[src/rtl/axi4lite_master_ctrl_if.sv]
// AXI4-Lite channel bundle shared by the command-port master and its slave.
interface axi4lite_if #(
   parameter int unsigned ADDR_WIDTH = 32,
   parameter int unsigned DATA_WIDTH = 32
) (
   input logic A_CLK,
   input logic A_RSTn
);
   logic                    AW_VALID;
   logic                    AW_READY;
   logic [ADDR_WIDTH-1:0]   AW_ADDR;
   logic [2:0]              AW_PROT;
   logic                    W_VALID;
   logic                    W_READY;
   logic [DATA_WIDTH-1:0]   W_DATA;
   logic [DATA_WIDTH/8-1:0] W_STRB;
   logic                    B_VALID;
   logic                    B_READY;
   logic [1:0]              B_RESP;
   logic                    AR_VALID;
   logic                    AR_READY;
   logic [ADDR_WIDTH-1:0]   AR_ADDR;
   logic [2:0]              AR_PROT;
   logic                    R_VALID;
   logic                    R_READY;
   logic [DATA_WIDTH-1:0]   R_DATA;
   logic [1:0]              R_RESP;

   modport master (
      input  A_CLK, A_RSTn,
      output AW_VALID, AW_ADDR, AW_PROT, W_VALID, W_DATA, W_STRB, B_READY,
      output AR_VALID, AR_ADDR, AR_PROT, R_READY,
      input  AW_READY, W_READY, B_VALID, B_RESP, AR_READY, R_VALID, R_DATA, R_RESP
   );

   modport slave (
      input  A_CLK, A_RSTn,
      input  AW_VALID, AW_ADDR, AW_PROT, W_VALID, W_DATA, W_STRB, B_READY,
      input  AR_VALID, AR_ADDR, AR_PROT, R_READY,
      output AW_READY, W_READY, B_VALID, B_RESP, AR_READY, R_VALID, R_DATA, R_RESP
   );
endinterface

[src/rtl/axi4lite_master_ctrl.sv]
// Single-outstanding AXI4-Lite master: turns one command into one AXI transaction
// and returns one response, with a watchdog on the B/R phase.
module axi4lite_master_ctrl #(
   parameter int unsigned ADDR_WIDTH = 32,
   parameter int unsigned DATA_WIDTH = 32,
   parameter int unsigned TIMEOUT    = 255
) (
   input  logic                    A_CLK,
   input  logic                    A_RSTn,
   input  logic                    CMD_VALID,
   output logic                    CMD_READY,
   input  logic                    CMD_WRITE,
   input  logic [ADDR_WIDTH-1:0]   CMD_ADDR,
   input  logic [DATA_WIDTH-1:0]   CMD_WDATA,
   input  logic [DATA_WIDTH/8-1:0] CMD_STRB,
   output logic                    RSP_VALID,
   input  logic                    RSP_READY,
   output logic [DATA_WIDTH-1:0]   RSP_RDATA,
   output logic [1:0]              RSP_RESP,
   output logic                    RSP_TIMEOUT,
   axi4lite_if.master              axi_if
);
   localparam int unsigned STRB_WIDTH = DATA_WIDTH / 8;
   localparam int unsigned CNT_WIDTH  = (TIMEOUT > 1) ? $clog2(TIMEOUT) : 1;

   typedef enum logic [2:0] {IDLE, WR_AW_W, WR_B, RD_AR, RD_R, RSP} state_t;

   state_t                  state, state_nxt;
   logic                    aw_done, aw_done_nxt;
   logic                    w_done, w_done_nxt;
   logic [CNT_WIDTH-1:0]    wd_cnt, wd_cnt_nxt;
   logic                    cmd_ready_nxt;
   logic                    rsp_valid_nxt, rsp_timeout_nxt;
   logic [DATA_WIDTH-1:0]   rsp_rdata_nxt;
   logic [1:0]              rsp_resp_nxt;
   logic                    aw_valid_nxt, w_valid_nxt, ar_valid_nxt, b_ready_nxt, r_ready_nxt;
   logic [ADDR_WIDTH-1:0]   aw_addr_nxt, ar_addr_nxt;
   logic [DATA_WIDTH-1:0]   w_data_nxt;
   logic [STRB_WIDTH-1:0]   w_strb_nxt;
   logic                    aw_hs_c, w_hs_c, ar_hs_c, b_hs_c, r_hs_c, wd_expired_c;

   // Protection attributes are fixed: unprivileged, secure, data access.
   assign axi_if.AW_PROT = 3'b000;
   assign axi_if.AR_PROT = 3'b000;

   // Next-state and next-output logic for the transaction sequencer.
   always_comb begin
      state_nxt       = state;
      aw_done_nxt     = aw_done;
      w_done_nxt      = w_done;
      wd_cnt_nxt      = wd_cnt;
      rsp_valid_nxt   = RSP_VALID;
      rsp_timeout_nxt = RSP_TIMEOUT;
      rsp_rdata_nxt   = RSP_RDATA;
      rsp_resp_nxt    = RSP_RESP;
      aw_valid_nxt    = axi_if.AW_VALID;
      w_valid_nxt     = axi_if.W_VALID;
      ar_valid_nxt    = axi_if.AR_VALID;
      b_ready_nxt     = axi_if.B_READY;
      r_ready_nxt     = axi_if.R_READY;
      aw_addr_nxt     = axi_if.AW_ADDR;
      ar_addr_nxt     = axi_if.AR_ADDR;
      w_data_nxt      = axi_if.W_DATA;
      w_strb_nxt      = axi_if.W_STRB;
      aw_hs_c         = axi_if.AW_VALID && axi_if.AW_READY;
      w_hs_c          = axi_if.W_VALID && axi_if.W_READY;
      ar_hs_c         = axi_if.AR_VALID && axi_if.AR_READY;
      b_hs_c          = axi_if.B_VALID && axi_if.B_READY;
      r_hs_c          = axi_if.R_VALID && axi_if.R_READY;
      wd_expired_c    = (TIMEOUT != 0) && (wd_cnt == CNT_WIDTH'(TIMEOUT - 1));

      case (state)
         IDLE: begin
            if (CMD_VALID && CMD_READY) begin
               if (CMD_WRITE) begin
                  state_nxt    = WR_AW_W;
                  aw_valid_nxt = 1'b1;
                  w_valid_nxt  = 1'b1;
                  aw_addr_nxt  = CMD_ADDR;
                  w_data_nxt   = CMD_WDATA;
                  w_strb_nxt   = CMD_STRB;
                  aw_done_nxt  = 1'b0;
                  w_done_nxt   = 1'b0;
               end else begin
                  state_nxt    = RD_AR;
                  ar_valid_nxt = 1'b1;
                  ar_addr_nxt  = CMD_ADDR;
               end
            end
         end
         WR_AW_W: begin
            if (aw_hs_c) begin
               aw_valid_nxt = 1'b0;
               aw_done_nxt  = 1'b1;
            end
            if (w_hs_c) begin
               w_valid_nxt = 1'b0;
               w_done_nxt  = 1'b1;
            end
            if ((aw_done || aw_hs_c) && (w_done || w_hs_c)) begin
               state_nxt   = WR_B;
               b_ready_nxt = 1'b1;
               wd_cnt_nxt  = '0;
            end
         end
         RD_AR: begin
            if (ar_hs_c) begin
               state_nxt    = RD_R;
               ar_valid_nxt = 1'b0;
               r_ready_nxt  = 1'b1;
               wd_cnt_nxt   = '0;
            end
         end
         WR_B: begin
            // A handshake in the expiry cycle still counts as a real response.
            if (b_hs_c || wd_expired_c) begin
               state_nxt       = RSP;
               b_ready_nxt     = 1'b0;
               rsp_valid_nxt   = 1'b1;
               rsp_rdata_nxt   = '0;
               rsp_resp_nxt    = b_hs_c ? axi_if.B_RESP : 2'b11;
               rsp_timeout_nxt = !b_hs_c;
            end else begin
               wd_cnt_nxt = wd_cnt + CNT_WIDTH'(1);
            end
         end
         RD_R: begin
            if (r_hs_c || wd_expired_c) begin
               state_nxt       = RSP;
               r_ready_nxt     = 1'b0;
               rsp_valid_nxt   = 1'b1;
               rsp_rdata_nxt   = r_hs_c ? axi_if.R_DATA : '0;
               rsp_resp_nxt    = r_hs_c ? axi_if.R_RESP : 2'b11;
               rsp_timeout_nxt = !r_hs_c;
            end else begin
               wd_cnt_nxt = wd_cnt + CNT_WIDTH'(1);
            end
         end
         RSP: begin
            if (RSP_VALID && RSP_READY) begin
               state_nxt     = IDLE;
               rsp_valid_nxt = 1'b0;
            end
         end
         default: state_nxt = IDLE;
      endcase

      cmd_ready_nxt = (state_nxt == IDLE);
   end

   // State and registered outputs; reset clears everything asynchronously.
   always_ff @(posedge A_CLK or negedge A_RSTn) begin
      if (!A_RSTn) begin
         state            <= IDLE;
         aw_done          <= 1'b0;
         w_done           <= 1'b0;
         wd_cnt           <= '0;
         CMD_READY        <= 1'b0;
         RSP_VALID        <= 1'b0;
         RSP_TIMEOUT      <= 1'b0;
         RSP_RDATA        <= '0;
         RSP_RESP         <= 2'b00;
         axi_if.AW_VALID  <= 1'b0;
         axi_if.W_VALID   <= 1'b0;
         axi_if.AR_VALID  <= 1'b0;
         axi_if.B_READY   <= 1'b0;
         axi_if.R_READY   <= 1'b0;
         axi_if.AW_ADDR   <= '0;
         axi_if.AR_ADDR   <= '0;
         axi_if.W_DATA    <= '0;
         axi_if.W_STRB    <= '0;
      end else begin
         state            <= state_nxt;
         aw_done          <= aw_done_nxt;
         w_done           <= w_done_nxt;
         wd_cnt           <= wd_cnt_nxt;
         CMD_READY        <= cmd_ready_nxt;
         RSP_VALID        <= rsp_valid_nxt;
         RSP_TIMEOUT      <= rsp_timeout_nxt;
         RSP_RDATA        <= rsp_rdata_nxt;
         RSP_RESP         <= rsp_resp_nxt;
         axi_if.AW_VALID  <= aw_valid_nxt;
         axi_if.W_VALID   <= w_valid_nxt;
         axi_if.AR_VALID  <= ar_valid_nxt;
         axi_if.B_READY   <= b_ready_nxt;
         axi_if.R_READY   <= r_ready_nxt;
         axi_if.AW_ADDR   <= aw_addr_nxt;
         axi_if.AR_ADDR   <= ar_addr_nxt;
         axi_if.W_DATA    <= w_data_nxt;
         axi_if.W_STRB    <= w_strb_nxt;
      end
   end
endmodule

[src/flat_wrapper.sv]
// flat-port wrapper written by rule: the top's interface ports become plain ports
module axi4lite_master_ctrl_flat 
#(
   parameter int unsigned ADDR_WIDTH = 32,
   parameter int unsigned DATA_WIDTH = 32,
   parameter int unsigned TIMEOUT    = 255
)
  (A_CLK, A_RSTn, CMD_VALID, CMD_READY, CMD_WRITE, CMD_ADDR, CMD_WDATA, CMD_STRB, RSP_VALID, RSP_READY, RSP_RDATA, RSP_RESP, RSP_TIMEOUT, axi_if_AW_VALID, axi_if_AW_ADDR, axi_if_AW_PROT, axi_if_W_VALID, axi_if_W_DATA, axi_if_W_STRB, axi_if_B_READY, axi_if_AR_VALID, axi_if_AR_ADDR, axi_if_AR_PROT, axi_if_R_READY, axi_if_AW_READY, axi_if_W_READY, axi_if_B_VALID, axi_if_B_RESP, axi_if_AR_READY, axi_if_R_VALID, axi_if_R_DATA, axi_if_R_RESP);
  axi4lite_if #(.ADDR_WIDTH(ADDR_WIDTH), .DATA_WIDTH(DATA_WIDTH)) axi_if_i (.A_CLK(A_CLK), .A_RSTn(A_RSTn));
  input  logic A_CLK;
  input  logic A_RSTn;
  input  logic CMD_VALID;
  output logic CMD_READY;
  input  logic CMD_WRITE;
  input  logic [ADDR_WIDTH-1:0] CMD_ADDR;
  input  logic [DATA_WIDTH-1:0] CMD_WDATA;
  input  logic [DATA_WIDTH/8-1:0] CMD_STRB;
  output logic RSP_VALID;
  input  logic RSP_READY;
  output logic [DATA_WIDTH-1:0] RSP_RDATA;
  output logic [1:0] RSP_RESP;
  output logic RSP_TIMEOUT;
  output wire logic [$bits(axi_if_i.AW_VALID)-1:0] axi_if_AW_VALID;
  output wire logic [$bits(axi_if_i.AW_ADDR)-1:0] axi_if_AW_ADDR;
  output wire logic [$bits(axi_if_i.AW_PROT)-1:0] axi_if_AW_PROT;
  output wire logic [$bits(axi_if_i.W_VALID)-1:0] axi_if_W_VALID;
  output wire logic [$bits(axi_if_i.W_DATA)-1:0] axi_if_W_DATA;
  output wire logic [$bits(axi_if_i.W_STRB)-1:0] axi_if_W_STRB;
  output wire logic [$bits(axi_if_i.B_READY)-1:0] axi_if_B_READY;
  output wire logic [$bits(axi_if_i.AR_VALID)-1:0] axi_if_AR_VALID;
  output wire logic [$bits(axi_if_i.AR_ADDR)-1:0] axi_if_AR_ADDR;
  output wire logic [$bits(axi_if_i.AR_PROT)-1:0] axi_if_AR_PROT;
  output wire logic [$bits(axi_if_i.R_READY)-1:0] axi_if_R_READY;
  input wire logic [$bits(axi_if_i.AW_READY)-1:0] axi_if_AW_READY;
  input wire logic [$bits(axi_if_i.W_READY)-1:0] axi_if_W_READY;
  input wire logic [$bits(axi_if_i.B_VALID)-1:0] axi_if_B_VALID;
  input wire logic [$bits(axi_if_i.B_RESP)-1:0] axi_if_B_RESP;
  input wire logic [$bits(axi_if_i.AR_READY)-1:0] axi_if_AR_READY;
  input wire logic [$bits(axi_if_i.R_VALID)-1:0] axi_if_R_VALID;
  input wire logic [$bits(axi_if_i.R_DATA)-1:0] axi_if_R_DATA;
  input wire logic [$bits(axi_if_i.R_RESP)-1:0] axi_if_R_RESP;
  assign axi_if_AW_VALID = axi_if_i.AW_VALID;
  assign axi_if_AW_ADDR = axi_if_i.AW_ADDR;
  assign axi_if_AW_PROT = axi_if_i.AW_PROT;
  assign axi_if_W_VALID = axi_if_i.W_VALID;
  assign axi_if_W_DATA = axi_if_i.W_DATA;
  assign axi_if_W_STRB = axi_if_i.W_STRB;
  assign axi_if_B_READY = axi_if_i.B_READY;
  assign axi_if_AR_VALID = axi_if_i.AR_VALID;
  assign axi_if_AR_ADDR = axi_if_i.AR_ADDR;
  assign axi_if_AR_PROT = axi_if_i.AR_PROT;
  assign axi_if_R_READY = axi_if_i.R_READY;
  assign axi_if_i.AW_READY = axi_if_AW_READY;
  assign axi_if_i.W_READY = axi_if_W_READY;
  assign axi_if_i.B_VALID = axi_if_B_VALID;
  assign axi_if_i.B_RESP = axi_if_B_RESP;
  assign axi_if_i.AR_READY = axi_if_AR_READY;
  assign axi_if_i.R_VALID = axi_if_R_VALID;
  assign axi_if_i.R_DATA = axi_if_R_DATA;
  assign axi_if_i.R_RESP = axi_if_R_RESP;
  axi4lite_master_ctrl #(.ADDR_WIDTH(ADDR_WIDTH), .DATA_WIDTH(DATA_WIDTH), .TIMEOUT(TIMEOUT)) u_core (.A_CLK(A_CLK), .A_RSTn(A_RSTn), .CMD_VALID(CMD_VALID), .CMD_READY(CMD_READY), .CMD_WRITE(CMD_WRITE), .CMD_ADDR(CMD_ADDR), .CMD_WDATA(CMD_WDATA), .CMD_STRB(CMD_STRB), .RSP_VALID(RSP_VALID), .RSP_READY(RSP_READY), .RSP_RDATA(RSP_RDATA), .RSP_RESP(RSP_RESP), .RSP_TIMEOUT(RSP_TIMEOUT), .axi_if(axi_if_i));
endmodule
[config.mk]
export PLATFORM = sky130hd
export DESIGN_NAME = axi4lite_master_ctrl_flat
export DESIGN_NICKNAME = d
export VERILOG_FILES = /design/src/rtl/axi4lite_master_ctrl_if.sv /design/src/rtl/axi4lite_master_ctrl.sv /design/src/flat_wrapper.sv
export SDC_FILE = /design/constraint.sdc
export NUM_CORES = 1
export LEC_CHECK = 0
export CAP_MARGIN = 20
export CORE_MARGIN = 4
export CORE_UTILIZATION = 43
export DETAILED_ROUTE_END_ITERATION = 10
export GPL_TIMING_DRIVEN = 1
export PLACE_DENSITY = 0.81
export REMOVE_ABC_BUFFERS = 1
export SYNTH_ARGS = -nofsm -noshare
export SYNTH_HDL_FRONTEND = slang
export SYNTH_SLANG_ARGS = --single-unit
export TNS_END_PERCENT = 1
[constraint.sdc]
create_clock -name A_CLK -period 1.9 [get_ports A_CLK]
set_input_delay 0.285 -clock A_CLK [delete_from_list [all_inputs] [get_ports A_CLK]]
set_output_delay 0.285 -clock A_CLK [all_outputs]
set_load 0.01 [all_outputs]
==> impl.org, run 1 <==
** Synth
- By area, the combinational part of the netlist is dominated by simple AND/OR/NAND/NOR gates.
- Summing the areas of all fa, ha and maj instances in the mapped netlist gives 0.4049% of the synthesized area.
- Multiplexer share of the synthesized area :: 6.012%
- Count of flip-flops with a built-in enable after synthesis :: 0
- Number of storage elements in the synthesis netlist :: 155
- Post-synthesis sequential area ratio :: 62.75%
- Among all flip-flop cells after synthesis, the most frequent one is sky130_fd_sc_hd__dfrtp_1.
- The synthesized netlist devotes 19.01% of its cell area to simple gates.
- Number of warnings printed during yosys synthesis :: 0
- For this run, asynchronously set or reset flops after synthesis account for 100.0%.
- Distinct cell type count of the synthesized netlist :: 43
- Synthesized area :: 6181 sq um
- The synthesized netlist devotes 0% of its cell area to XOR and XNOR gates.
- In the synthesized netlist, the number of instances is 571.
- Compound-Gate Fraction of Synth Area :: under 10%
- The average instance in the mapped netlist occupies between 10 and 15 sq um.

** STA
- Between clock sinks in the finished design, the worst skew comes to 0.006704 ns.
- The total count of hold-check failures in the final report came to 0.
- Derived from the worst setup path, the maximum achievable clock frequency is about 530 MHz.
- Min Hold Slack :: between 0.3 and 0.4 ns
- Number of slew-limit violations in the final report :: 0
- Final setup violation count :: 0
- Clock period minus final worst setup slack :: 1.889 ns
- In the finished design, the share of the clock period the worst path needs comes to 99.41%.
- Worst path setup slack after routing :: 0.01118 ns
- Setup repair after global routing could not meet its margin everywhere.

** Global routing
- The number of global-route vias before repair is 5,551.
- Initial antenna violation count :: 0
- Entering global routing, the biggest net connects 65 pins.
- Global-route wire length before repair :: between 20,000 and 30,000 um
- Across every metal layer, demand over resource in global routing totals 21.91%.
- Grt ovf :: 0

** Worst setup path
- Worst setup startpoint :: u_core.state[2]
- The worst register-to-register path has a depth of 5.
- R2r endpoint :: u_core.wd_cnt[7]
- Worst Path Class, Setup :: reg -> reg
- Kind of start point of the critical path :: register
- The worst register-to-register path begins at u_core.state[2].
- Of all nets on the critical path, the largest fanout is 13.
- The worst setup path is captured at a register.
- Setup slack on the worst reg-to-reg path comes out at between 0.01 and 0.015 ns.
- STA puts the critical path data required time at ~2.2 ns.
- For the worst setup path, the data arrival time is between 2 and 2.5 ns.

** Layout
- After routing the design area is about 9700 sq um.
- Of the cells placed in the final design, the portion with a size suffix greater than 1 is 11.41%.
- N_diodes :: 0
- Leaving out fill and tap cells, the most frequent cells in the layout are sky130_fd_sc_hd__clkdlybuf4s50_1 (254), sky130_fd_sc_hd__nand2_1 (220), sky130_fd_sc_hd__dfrtp_1 (155).
- Fin nets :: about 950
- Compared with the post-synthesis result, the final layout area differs by 57.04%.
- Number of cells in the finished layout apart from fillers :: between 1,000 and 1,500
- Leaving out fill and tap cells, the most frequent cell in the layout is sky130_fd_sc_hd__clkdlybuf4s50_1.

** Drt
- The detail route stage leaves a number of antenna-violating nets equal to 0.
- Average via count per standard cell :: 5.063
- After detailed routing, the number of remaining DRC violations is 0.
- Wirelength per Cell :: 17.07 um
- 1st-iter DRT viols :: 357
- Number of iterations in the first detailed-routing pass :: 5
- Overall routed net length :: 17,580 um
- Across all layers, the routed design uses 5,215 vias.

** CTS
- Buffers added to address setup during post-CTS repair amount to 0.
- After clock tree synthesis, the clock-pin slew on the worst setup and hold paths is 0.06 ns.
- Counting along the longest clock path gives a buffer depth of 2.
- Clock tree synthesis inserted a total of 17 buffers.
- Maximum level of the CTS H-tree :: 4
- Clock tree synthesis found a total of ~160 sinks.
- CTS Root Cell :: sky130_fd_sc_hd__clkbuf_16
- Clock insertion delay at the later pin of the skew report :: 0.43 ns
- CTS tree :: built

** Floorplan
- Die area :: approximately 16,000 sq um
- The initial utilization of the core area, before any placement, comes to 44.19%.
- Measured along the y axis, the die boundary spans 127.9 um.
- Chip Width :: 127.9 um
- Row generation in the floorplan step produced 43 rows.
- The core region is 13,990 sq um.
- In this run the count of I/O pins placed on the die edge is 262.

** Worst hold path
- Kind of path behind the tightest hold check :: in -> async

** Outcome
- The flow ran to the end, and the final reports show no timing, DRC or antenna violations.

** Placed design
- Half-perimeter wire length after detailed placement :: 13,060 um
- The placed instances occupy a cell area of between 9000 and 10,000 sq um.
- Placed instance count :: 998
- Quantity of I/O buffers inserted on ports :: 255
- Before CTS, the worst setup slack after placement is -0.2038 ns.
- Placer Congestion :: 0.8708

** Power
- For this design the static power due to leakage is 4.664 nW.
- In this run the power density over the cells is 759.0 nW/um^2.
- Maximum vdd drop :: 0.0004977 V

** Run
- The tool flagged a number of max-cap violations equal to 0.
==> report_power, final <==
part	switching (mW)	internal [mW]
Clock	1.24	2.49
Combinational	0.119	0.216
Sequential	0	3.30
==> how the worst max path moves through the flow <==
| stage | end | slack (ns) | cells after the start |
|---|---|---|---|
| after floorplan | u_core.wd_cnt[2] | -0.58 | 5 |
| after global placement | u_core.wd_cnt[1] | -0.13 | 6 |
| after detailed placement | u_core.wd_cnt[1] | -0.20 | 6 |
| after CTS | u_core.RSP_RDATA[25] | 0.01 | 7 |
| after global routing | u_core.RSP_RESP[0] | -0.07 | 7 |
| final | u_core.wd_cnt[7] | 0.01 | 5 |
==> kinds of logic after synthesis <==
kind of cell	Yosys count
mux	33
simple gates	280
flops	155
buf+inv	38
fa+ha+maj	2
compound gates	62
other cells	1
==> per-layer routing <==
layer	part of all wire [%]	track usage, %	vias to the layer above
met1	36	24.51	2524
met4	3.6	10.30	0
li1	-	-	2417
met2	51	37.22	229
met3	8.8	7.958	45
met5	0	0	-
==> critical path: stages (launching register included) <==
cell and delay [ns]:
sky130_fd_sc_hd__dfrtp_1 0.45, sky130_fd_sc_hd__and2b_4 0.21, sky130_fd_sc_hd__and2b_1 0.22, sky130_fd_sc_hd__nor2_2 0.38, sky130_fd_sc_hd__and3b_1 0.24, sky130_fd_sc_hd__a221o_1 0.26
==> synthesized netlist by cell type, drive strengths merged (4+ instances only) <==
master | n | area (sq um)
buf | 27 | 167.7
o21ai | 5 | 28.77
a221o | 6 | 60.06
clkbuf | 10 | 37.54
nand2b | 5 | 31.28
dfrtp | 155 | 3879
a22o | 34 | 297.8
nor2 | 18 | 72.57
nand2 | 221 | 829.6
a21oi | 4 | 20.02
nor3 | 11 | 55.05
mux2 | 33 | 371.6
nand3 | 8 | 40.04
==> stage by stage <==
step | total power, mW | utilization, % | setup TNS [ns]
3_3_place_gp | 3.689 | 64.59 | -0.4131
5_1_grt | 7.626 | 69.39 | -1.303
4_1_cts | 7.448 | 69.31 | 0
2_1_floorplan | 3.371 | - | -57.18
6_report | 7.367 | 69.39 | 0
3_5_place_dp | 3.697 | 64.59 | -3.081
==> state kept, by name, summed over array words and instances, names as in the netlist, 2 cells and up <==
register and cells:
u_core.RSP_RDATA 32, u_core.axi_if.AR_ADDR 32, u_core.axi_if.AW_ADDR 32, u_core.axi_if.W_DATA 32, u_core.wd_cnt 8, u_core.axi_if.W_STRB 4, u_core.state 3, u_core.RSP_RESP 2
==> cell type report <==
cell class                      count  area, sq um
Inverter                            1        3.754
Timing Repair Buffer              280         2819
Tap cell                          180        225.2
Sequential cell                   155         3879
Clock inverter                      8        190.2
Clock buffer                       23        457.9
Fill cell                         972         4282
Multi-Input combinational cell    383         2132
==> repair_timing <==
action | CTS | global route
gates resized for setup | 1 | 2
setup endpoints to repair | 5 | 42
hold buffers | 1 | 0
pin swaps | 0 | 1
hold endpoints to repair | 37 | 0
Note: power is estimated with default switching activity, not from simulation.
==> run 2: changes to the inputs <==
Settings changed: CORE_MARGIN 4 to 5.
==> impl.org, run 2 (synthesis results as in run 1) <==
** Outcome
- Run status :: completed

** Placed design
- The total placed instance area came to 9077 sq um (+0.47%).
- Placer Congestion :: 0.8387 (-3.7%)
- Half-perimeter wire length after detailed placement :: 13,480 um (+3.3%)
- The total of buffers placed on input and output ports is 255 (unchanged).

** Layout
- The number of inserted diodes came to 0 (unchanged).
- Most frequent standard cell in the layout excluding fill and tap cells :: sky130_fd_sc_hd__clkdlybuf4s50_1
- Signed area change from the synthesized netlist to the final layout :: 57.27%
- Proportion of layout cells with a drive suffix above 1 :: 12.31% (+0.90 points)
- The post-route core utilization came to 69.49% (+0.098 points).
- In the layout the commonest cells are sky130_fd_sc_hd__clkdlybuf4s50_1 (254), sky130_fd_sc_hd__nand2_1 (220), sky130_fd_sc_hd__dfrtp_1 (155).
- Area of all placed cells without fillers :: 9721 sq um (+0.14%)
- Fin nets :: 958 (+0.42%)

** STA
- RSZ-0062 raised after global routing :: false
- The total count of hold-check failures in the final report was 0 (unchanged).
- Number of slew-limit violations in the final report :: 0 (unchanged)
- The number of setup violations in the final report came to 0 (unchanged).
- The smallest hold slack is 0.4022 ns (+0.06949 ns).
- Clock period minus final worst setup slack :: 1.797 ns (-0.09224 ns)
- Worst-Margin Slew :: 0.5790 ns
- Period utilisation layout :: 94.56% (-4.9 points)
- Relative slew margins :: 61.40%
- The clock tree skew after final layout was 0.007895 ns (+0.001191 ns).
- The peak clock frequency supported by timing is 556.6 MHz (+5.1%).

** CTS
- CTS tree :: built
- The cell sitting at the root of the clock tree is a sky130_fd_sc_hd__clkbuf_16.
- Clock slew at reported path FFs :: 0.06 ns (about the same)
- Total clock buffers created by CTS :: 17 (unchanged)
- Clock insertion delay at the later pin of the skew report :: 0.41 ns (-0.02 ns)
- Maximum level of the CTS H-tree :: 4 (unchanged)
- Bufs on Longest Clock Path :: 2 (unchanged)
- The CTS sink count was 155 (unchanged).
- The number of post-CTS setup repair buffers was 0 (unchanged).

** Worst setup path
- Top Family by Delay on Critical Path :: compound AO/OA/AOI/OAI gates
- Worst Path Class, Setup :: reg -> reg
- Crit. End Element :: register
- The largest fanout on the critical path was 8 (-5).
- For this design, the slowest cell found on the critical path is sky130_fd_sc_hd__dfrtp_1.
- The critical path required time came to 2.19 ns (about the same).
- The total buffers and inverters traversed by the critical path is 0 (unchanged).
- The setup slack of the most critical reg-to-reg path came to 0.10 ns (+0.09 ns).
- The largest incremental delay on the critical path was 0.42 ns (-0.03 ns).
- Kind of start point of the critical path :: register
- Worst-path cell chain :: ha_1 -> nand4_2 -> o21ai_4 -> a22oi_4 -> nand2b_4 -> a221o_1
- Arrival time of data at the critical path endpoint :: 2.09 ns (-0.10 ns)

** Global routing
- GRT Total Usage :: 21.84% (-0.073 points)
- Global-route wire length before repair :: 28,590 um (+1.8%)
- Pin count of the biggest net entering global routing :: 58 (-11%)
- Number of global-route vias before repair :: 5,627 (+1.4%)
- The global route total overflow is 0 (unchanged).
- Initial antenna violation count :: 0 (unchanged)

** Power
- Leakage component of the power :: 4.680 nW (+0.34%)
- The power density of the placed cells was 724.2 nW/um^2 (-4.6%).
- The maximum resistive drop on vdd was 0.0005430 V (+9.1%).

** Floorplan
- Die area :: 16,870 sq um (+3.2%)
- Effective utilization at floorplan :: 44.19% (unchanged)
- The core region area came to 13,990 sq um (unchanged).
- The number of placed I/O pins came to 262 (unchanged).
- The total number of placement rows came to 43 (unchanged).
- The chip height is 129.9 um (+1.6%).
- Chip Width :: 129.9 um (+1.6%)

** Drt
- Number of remaining DRC errors :: 0 (unchanged)
- 1st-iter DRT viols :: 342 (-4.2%)
- The vias per cell is 5.048 (-0.29%).
- The count of antenna-violating nets left after detailed routing came to 0 (unchanged).
- Number of iterations in the first detailed-routing pass :: 4 (-1)
- Overall routed net length :: 18,200 um (+3.5%)
- The routed wire length per instance was 17.62 um (+3.2%).
- The via count of the routed design is 5,215 (unchanged).

** Worst hold path
- The tightest min-delay check is of the in -> reg type.

** Run
- The number of max-cap violations came to 0 (unchanged).
==> run 2: path summary, 6_finish.rpt <==
check                                          startpoint                         to  cells after the start
worst min-delay path                        CMD_WDATA[25]   u_core.axi_if.W_DATA[25]                      3
worst max-delay path                     u_core.wd_cnt[1]           u_core.wd_cnt[5]                      6
worst max register to register           u_core.wd_cnt[1]           u_core.wd_cnt[5]                      6
max in group asynchronous                          A_RSTn           u_core.wd_cnt[3]                      3
worst min register to register  u_core.axi_if.AW_ADDR[31]  u_core.axi_if.AW_ADDR[31]                      2
min in group asynchronous                          A_RSTn         u_core.RSP_RESP[1]                      2
==> run 2: power breakdown <==
part / leakage, nW / switching (mW) / internal [mW]
Combinational: 2.23 / 0.122 / 0.225
Sequential: 2.16 / 0 / 3.30
Clock: 0.290 / 1.26 / 2.13
==> run 2: final cells by class <==
cell class / instances / area [sq um]
multi-input combinational: 383 / 2147
timing repair buffer: 284 / 2869
sequential: 155 / 3879
clock inverter: 6 / 85.08
inverter: 1 / 3.754
clock buffer: 24 / 511.7
fill: 991 / 4268
tap: 180 / 225.2
==> run 2: repair_timing <==
action,CTS,global route
endpoints found under the hold margin,51,0
pin swaps,0,1
setup endpoints to repair,1,39
resized for setup,1,7
hold buffers,1,0
==> run 2: routing by layer <==
metal  GRT usage, %  vias up  wire length (um)
li1               -     2433                 -
met1          25.14     2561              6809
met2          38.37      185              9610
met3          6.672       36              1337
met4          8.252        0               446
met5              0        -                 0
==> run 2: per-stage QoR <==
| stage | worst slack (ns) | instances | TNS, ns | power [mW] |
|---|---|---|---|---|
| after global placement | -0.1076 | 1002 | -0.2843 | 3.701 |
| after floorplan | -0.5755 | 539 | -57.18 | 3.371 |
| after CTS | 0.02296 | 1033 | 0 | 7.096 |
| final | 0.1034 | 1033 | 0 | 7.040 |
| after detailed placement | -0.1921 | 1002 | -1.304 | 3.709 |
| after global routing | 0.008417 | 1033 | 0 | 7.264 |
==> run 2: worst min-delay path, cell delays in order <==
cell,delay [ns]
sky130_fd_sc_hd__clkdlybuf4s50_1,0.40
sky130_fd_sc_hd__nand2_1,0.05
sky130_fd_sc_hd__nand2_1,0.04
